## config.mk

```make
export PLATFORM = sky130hd
export DESIGN_NAME = conv1_window_gen
export DESIGN_NICKNAME = d
export VERILOG_FILES = /design/src/rtl/conv1_window_gen.sv
export SDC_FILE = /design/constraint.sdc
export NUM_CORES = 2
export LEC_CHECK = 0
export CAP_MARGIN = 20
export CORE_ASPECT_RATIO = 0.9
export CORE_MARGIN = 1.5
export CORE_UTILIZATION = 55
export CTS_CLUSTER_DIAMETER = 80
export CTS_CLUSTER_SIZE = 8
export DETAILED_ROUTE_END_ITERATION = 12
export DONT_BUFFER_PORTS = 1
export HOLD_SLACK_MARGIN = 0.02
export PLACE_DENSITY = 0.79
export SLEW_MARGIN = 20
export SYNTH_ARGS = -nofsm -noshare
export SYNTH_HDL_FRONTEND = slang
export SYNTH_SLANG_ARGS = --single-unit
```

## constraint.sdc

```tcl
create_clock -name clk -period 23.9 [get_ports clk]
set_input_delay 3.585 -clock clk [delete_from_list [all_inputs] [get_ports clk]]
set_output_delay 3.585 -clock clk [all_outputs]
set_load 0.01 [all_outputs]
```

## src/rtl/conv1_window_gen.sv

```systemverilog
// Streaming 3x3x3 window generator for conv1: two line buffers plus a 3x3 shift window.
// Optional macro CONV1_WINDOW_GEN_STRIDE2_EN emits only even-row/even-col windows (stride 2).
module conv1_window_gen #(
  parameter int unsigned IMG_W = 16,
  parameter int unsigned IMG_H = 16
) (
  input  logic         clk,
  input  logic         rstn,
  input  logic         in_valid,
  input  logic         in_sof,
  input  logic [47:0]  in_pixel,
  output logic         window_valid,
  output logic [431:0] window_act,
  output logic         frame_done
);

  localparam int unsigned CH_W   = 16;
  localparam int unsigned N_CH   = 3;
  localparam int unsigned PIX_W  = CH_W * N_CH;
  localparam int unsigned K_DIM  = 3;
  localparam int unsigned CH_ACT = CH_W * K_DIM * K_DIM;
  localparam int unsigned ACT_W  = CH_ACT * N_CH;
  localparam int unsigned COL_W  = (IMG_W > 1) ? $clog2(IMG_W) : 1;
  localparam int unsigned ROW_W  = (IMG_H > 1) ? $clog2(IMG_H) : 1;

  logic [COL_W-1:0] col, cur_col, nxt_col;
  logic [ROW_W-1:0] row, cur_row, nxt_row;
  logic             last_col, last_row, emit;

  logic [PIX_W-1:0] lb1 [IMG_W];
  logic [PIX_W-1:0] lb2 [IMG_W];
  logic [PIX_W-1:0] lb1_rd, lb2_rd;

  logic [K_DIM-1:0][K_DIM-1:0][PIX_W-1:0] win, win_nxt;
  logic [ACT_W-1:0]                       act_nxt;

  // Position of the current beat (in_sof forces pixel (0,0)) and its successor.
  always_comb begin
    cur_col = col;
    cur_row = row;
    if (in_sof) begin
      cur_col = '0;
      cur_row = '0;
    end
    last_col = (cur_col == COL_W'(IMG_W - 1));
    last_row = (cur_row == ROW_W'(IMG_H - 1));
    nxt_col  = last_col ? '0 : cur_col + COL_W'(1);
    nxt_row  = cur_row;
    if (last_col) begin
      nxt_row = last_row ? '0 : cur_row + ROW_W'(1);
    end
  end

  // A window is complete once two full rows and two columns precede this pixel.
  always_comb begin
    emit = (cur_row >= ROW_W'(2)) && (cur_col >= COL_W'(2));
`ifdef CONV1_WINDOW_GEN_STRIDE2_EN
    emit = emit && !cur_row[0] && !cur_col[0];
`endif
  end

  assign lb1_rd = lb1[cur_col];
  assign lb2_rd = lb2[cur_col];

  // Shift the window left; the new right column is rows r-2, r-1, r at this column.
  always_comb begin
    win_nxt = win;
    for (int ky = 0; ky < int'(K_DIM); ky++) begin
      win_nxt[ky][0] = win[ky][1];
      win_nxt[ky][1] = win[ky][2];
    end
    win_nxt[0][2] = lb2_rd;
    win_nxt[1][2] = lb1_rd;
    win_nxt[2][2] = in_pixel;
  end

  // Pack channel-major, then tap k = ky*3+kx within each channel.
  always_comb begin
    act_nxt = '0;
    for (int c = 0; c < int'(N_CH); c++) begin
      for (int ky = 0; ky < int'(K_DIM); ky++) begin
        for (int kx = 0; kx < int'(K_DIM); kx++) begin
          act_nxt[c*CH_ACT + (ky*K_DIM + kx)*CH_W +: CH_W] = win_nxt[ky][kx][c*CH_W +: CH_W];
        end
      end
    end
  end

  // Line buffers are never cleared: stale entries only feed windows that are never emitted.
  always_ff @(posedge clk) begin
    if (in_valid) begin
      lb2[cur_col] <= lb1_rd;
      lb1[cur_col] <= in_pixel;
    end
  end

  always_ff @(posedge clk or negedge rstn) begin
    if (!rstn) begin
      col          <= '0;
      row          <= '0;
      win          <= '0;
      window_valid <= 1'b0;
      window_act   <= '0;
      frame_done   <= 1'b0;
    end else begin
      window_valid <= in_valid && emit;
      frame_done   <= in_valid && last_col && last_row;
      if (in_valid) begin
        col <= nxt_col;
        row <= nxt_row;
        win <= win_nxt;
        if (emit) begin
          window_act <= act_nxt;
        end
      end
    end
  end

endmodule

```

==> run_results.csv <==
group,metric,value,unit
outcome,outcome,"complete, no violations",
power,power_density,99.2,mW/mm^2
critical_path,arrival,7.70,ns
synthesis,synth_seq_area_share,74.0,%
timing,worst_slack,16.69,ns
global_routing,antenna_found_initial,9,
place,place.gp.congestion,0.786,
job,drv_cap,0,
critical_path,worstSetupPathType,"primary input to flop",
synthesis,synthTopCellsByArea,"edfxtp_1, dfrtp_1, mux2_2, mux4_2, mux2i_1",
timing,rsz0062_at_grt,"false",
synthesis,synth_edf_count,1536,
drt,ant_nets,0,
critical_path,rrSetupSlack,17.84,ns
timing,holdWs,0.489,ns
clock_tree,post_cts_resized,0,
synthesis,yosysWarnings,0,
timing,setup_violations,0,
clock_tree,tritoncts,"built",
drt,routed_via_density,6.50,
floorplan,die_y,380,um
synthesis,synth-seq-cells,2266,
synthesis,synth_fp_nets,5020,
global_routing,grt_max_degree,731,
critical_path,cp_slowest_cell,"nor2_4",
critical_path,path_cells,"nand2b_4 > inv_6 > ha_1 > nand2_1 > nor2_4 > buf_4 > buf_4",
worst_hold_path,hold_class,"flop to flop",
power,ir_drop,0.0730,mV
critical_path,critPathMaxStageDelay,0.89,ns
critical_path,crit_path_end_kind,"flop",
timing,hold_viol_final,0,
power,p_leak,36.2,nW
drt,wl,225000,um
clock_tree,clk_latency,0.91,ns
floorplan,rows,138,
critical_path,startpoint_type,"primary input",
drt,drc_errors,0,
drt,first_pass_iters,8,
global_routing,overflow,0,
finish,final_util,62.6,%
synthesis,syn_avg_cell_area,17.5,um^2
timing,skew,0.0601,ns
synthesis,ys_types,51,
synthesis,netlist_area,0.0870,mm^2
timing,slew_headroom,17.1,%
clock_tree,cts_setup_buffers,0,
drt,drt_iter0_markers,6193,
drt,route.vias.total,47890,
timing,min_period,7.21,ns
place,dpl.hpwl,118000,um
critical_path,crit_fanout,235,
drt,routedWlPerCell,30.5,um
finish,drive_above_1_share,25.0,%
clock_tree,htree_levels,5,
finish,mostFrequentLayoutCell,"edfxtp_1",
clock_tree,cts_inserted_buffers,334,
critical_path,cp.required,24.39,ns
synthesis,synth_top_cell_area_share,53.0,%
floorplan,dieArea,0.161,mm^2
global_routing,grtUsageTotal,27.7,%
place,post-place-ws,15.96,ns
synthesis,ys.flop_type,"edfxtp_1",
clock_tree,cts.sinks,2266,
timing,slew_viol_final,0,
clock_tree,cts_root_buf,"clkbuf_16",
floorplan,ioPinCount,486,
finish,layout_common_cells,"edfxtp_1, dfrtp_1, mux2_2",
finish,nNetsFinal,5115,
global_routing,grt_pass1_wl,329000,um
synthesis,yosysTopAreaCell,"edfxtp_1",
finish,syn_to_final_growth,13.1,%
floorplan,start_util,55.3,%
floorplan,dieWidth,422,um
clock_tree,cts_hold_buffers,0,
synthesis,synthCells,4966,
critical_path,cpMostUsedCell,"buf_4",
timing,max_freq,139,MHz
synthesis,asyncSetResetFlopFracSynth,32.2,%
floorplan,coreArea,0.157,mm^2
timing,period_share,30.2,%
clock_tree,clockBufferDepth,4,
global_routing,grt_pass1_vias,48736,
timing,setup_tns,0,ns
timing,tightestPinTransition,1.24,ns
clock_tree,clk_pin_slew,0.05,ns
place,io_buffers,0,
worst paths after layout:
path / from / to / cells past startpoint
max in group asynchronous: rstn / window_act[169] / 2
min in group asynchronous: rstn / act_nxt[259] / 0
worst max register to register: col[0] / lb2[3][41] / 8
worst min-delay path: act_nxt[101] / window_act[101] / 1
worst min register to register: act_nxt[101] / window_act[101] / 1
worst max-delay path: in_sof / lb1[3][25] / 7
Yosys cell counts (46+ instances only):
library cell and n:
a21oi_1 120, a221o_1 50, a221oi_1 47, a222oi_1 48
a22oi_1 95, a311o_1 46, a31oi_1 190, buf_2 145
clkbuf_1 152, dfrtp_1 730, edfxtp_1 1536, mux2_2 704
mux2i_1 145, mux4_2 142, nand2_1 57, nor2_1 347
nor2b_1 189, nor3b_1 96, o21bai_1 47
cell type report:
type,count,area [um^2]
sequential,2266,64400
fill,10292,58800
multi-input combinational,2367,21200
clock buffer,523,9170
tap,2100,2630
timing repair buffer,86,800
clock inverter,10,119
inverter,6,27.5
antenna,5,12.5
flip-flops by register name (all words and copies together) (netlist names):
| name | flops |
|---|---|
| lb2 | 768 |
| lb1 | 768 |
| frame_done | 1 |
| window_valid | 1 |
| col | 4 |
| act_nxt | 288 |
| row | 4 |
| window_act | 432 |
metal layers:
layer,vias up,part of all wire [%],GRT usage (%)
met5,-,0.028,0
met4,8,4.7,12.5
met3,579,12,6.93
met2,3115,48,43.9
met1,24648,36,36.4
li1,19540,-,-
through the flow:
| step | total power (W) | std cells | area [um^2] |
|---|---|---|---|
| final | 0.00976 | 7363 | 98400 |
| after global routing | 0.0100 | 7358 | 98300 |
| after CTS | 0.00977 | 7353 | 98200 |
| after detailed placement | 0.00558 | 6820 | 88900 |
| after global placement | 0.00554 | 6820 | 88900 |
| after floorplan | 0.00527 | 4966 | 87000 |
where the power goes:
group	total (W)	switching, W	internal [W]
clock	0.00421	0.00161	0.00260
combinational	0.000915	0.000571	0.000343
sequential	0.00463	0.000147	0.00449
kinds of logic (layout without fill, tap and decap cells):
family                   Yosys count  in the layout  synth area share, %
XOR/XNOR                           4              4               0.0403
buffers and inverters            333            625                 1.74
multiplexers                     991            991                 14.5
flip-flops                      2266           2266                 74.0
AND/OR/NAND/NOR                  713            713                 4.15
adder cells (fa/ha/maj)            2              2               0.0288
AO/OA/AOI/OAI                    657            657                 5.54
other                              0              5                    0
worst max-delay path: cells and delay by family:
kind,cells,cell delay [ns]
buffers and inverters,3,2.00
AND/OR/NAND/NOR,3,1.48
adder cells (fa/ha/maj),1,0.38
(Power assumes the default switching activity.)
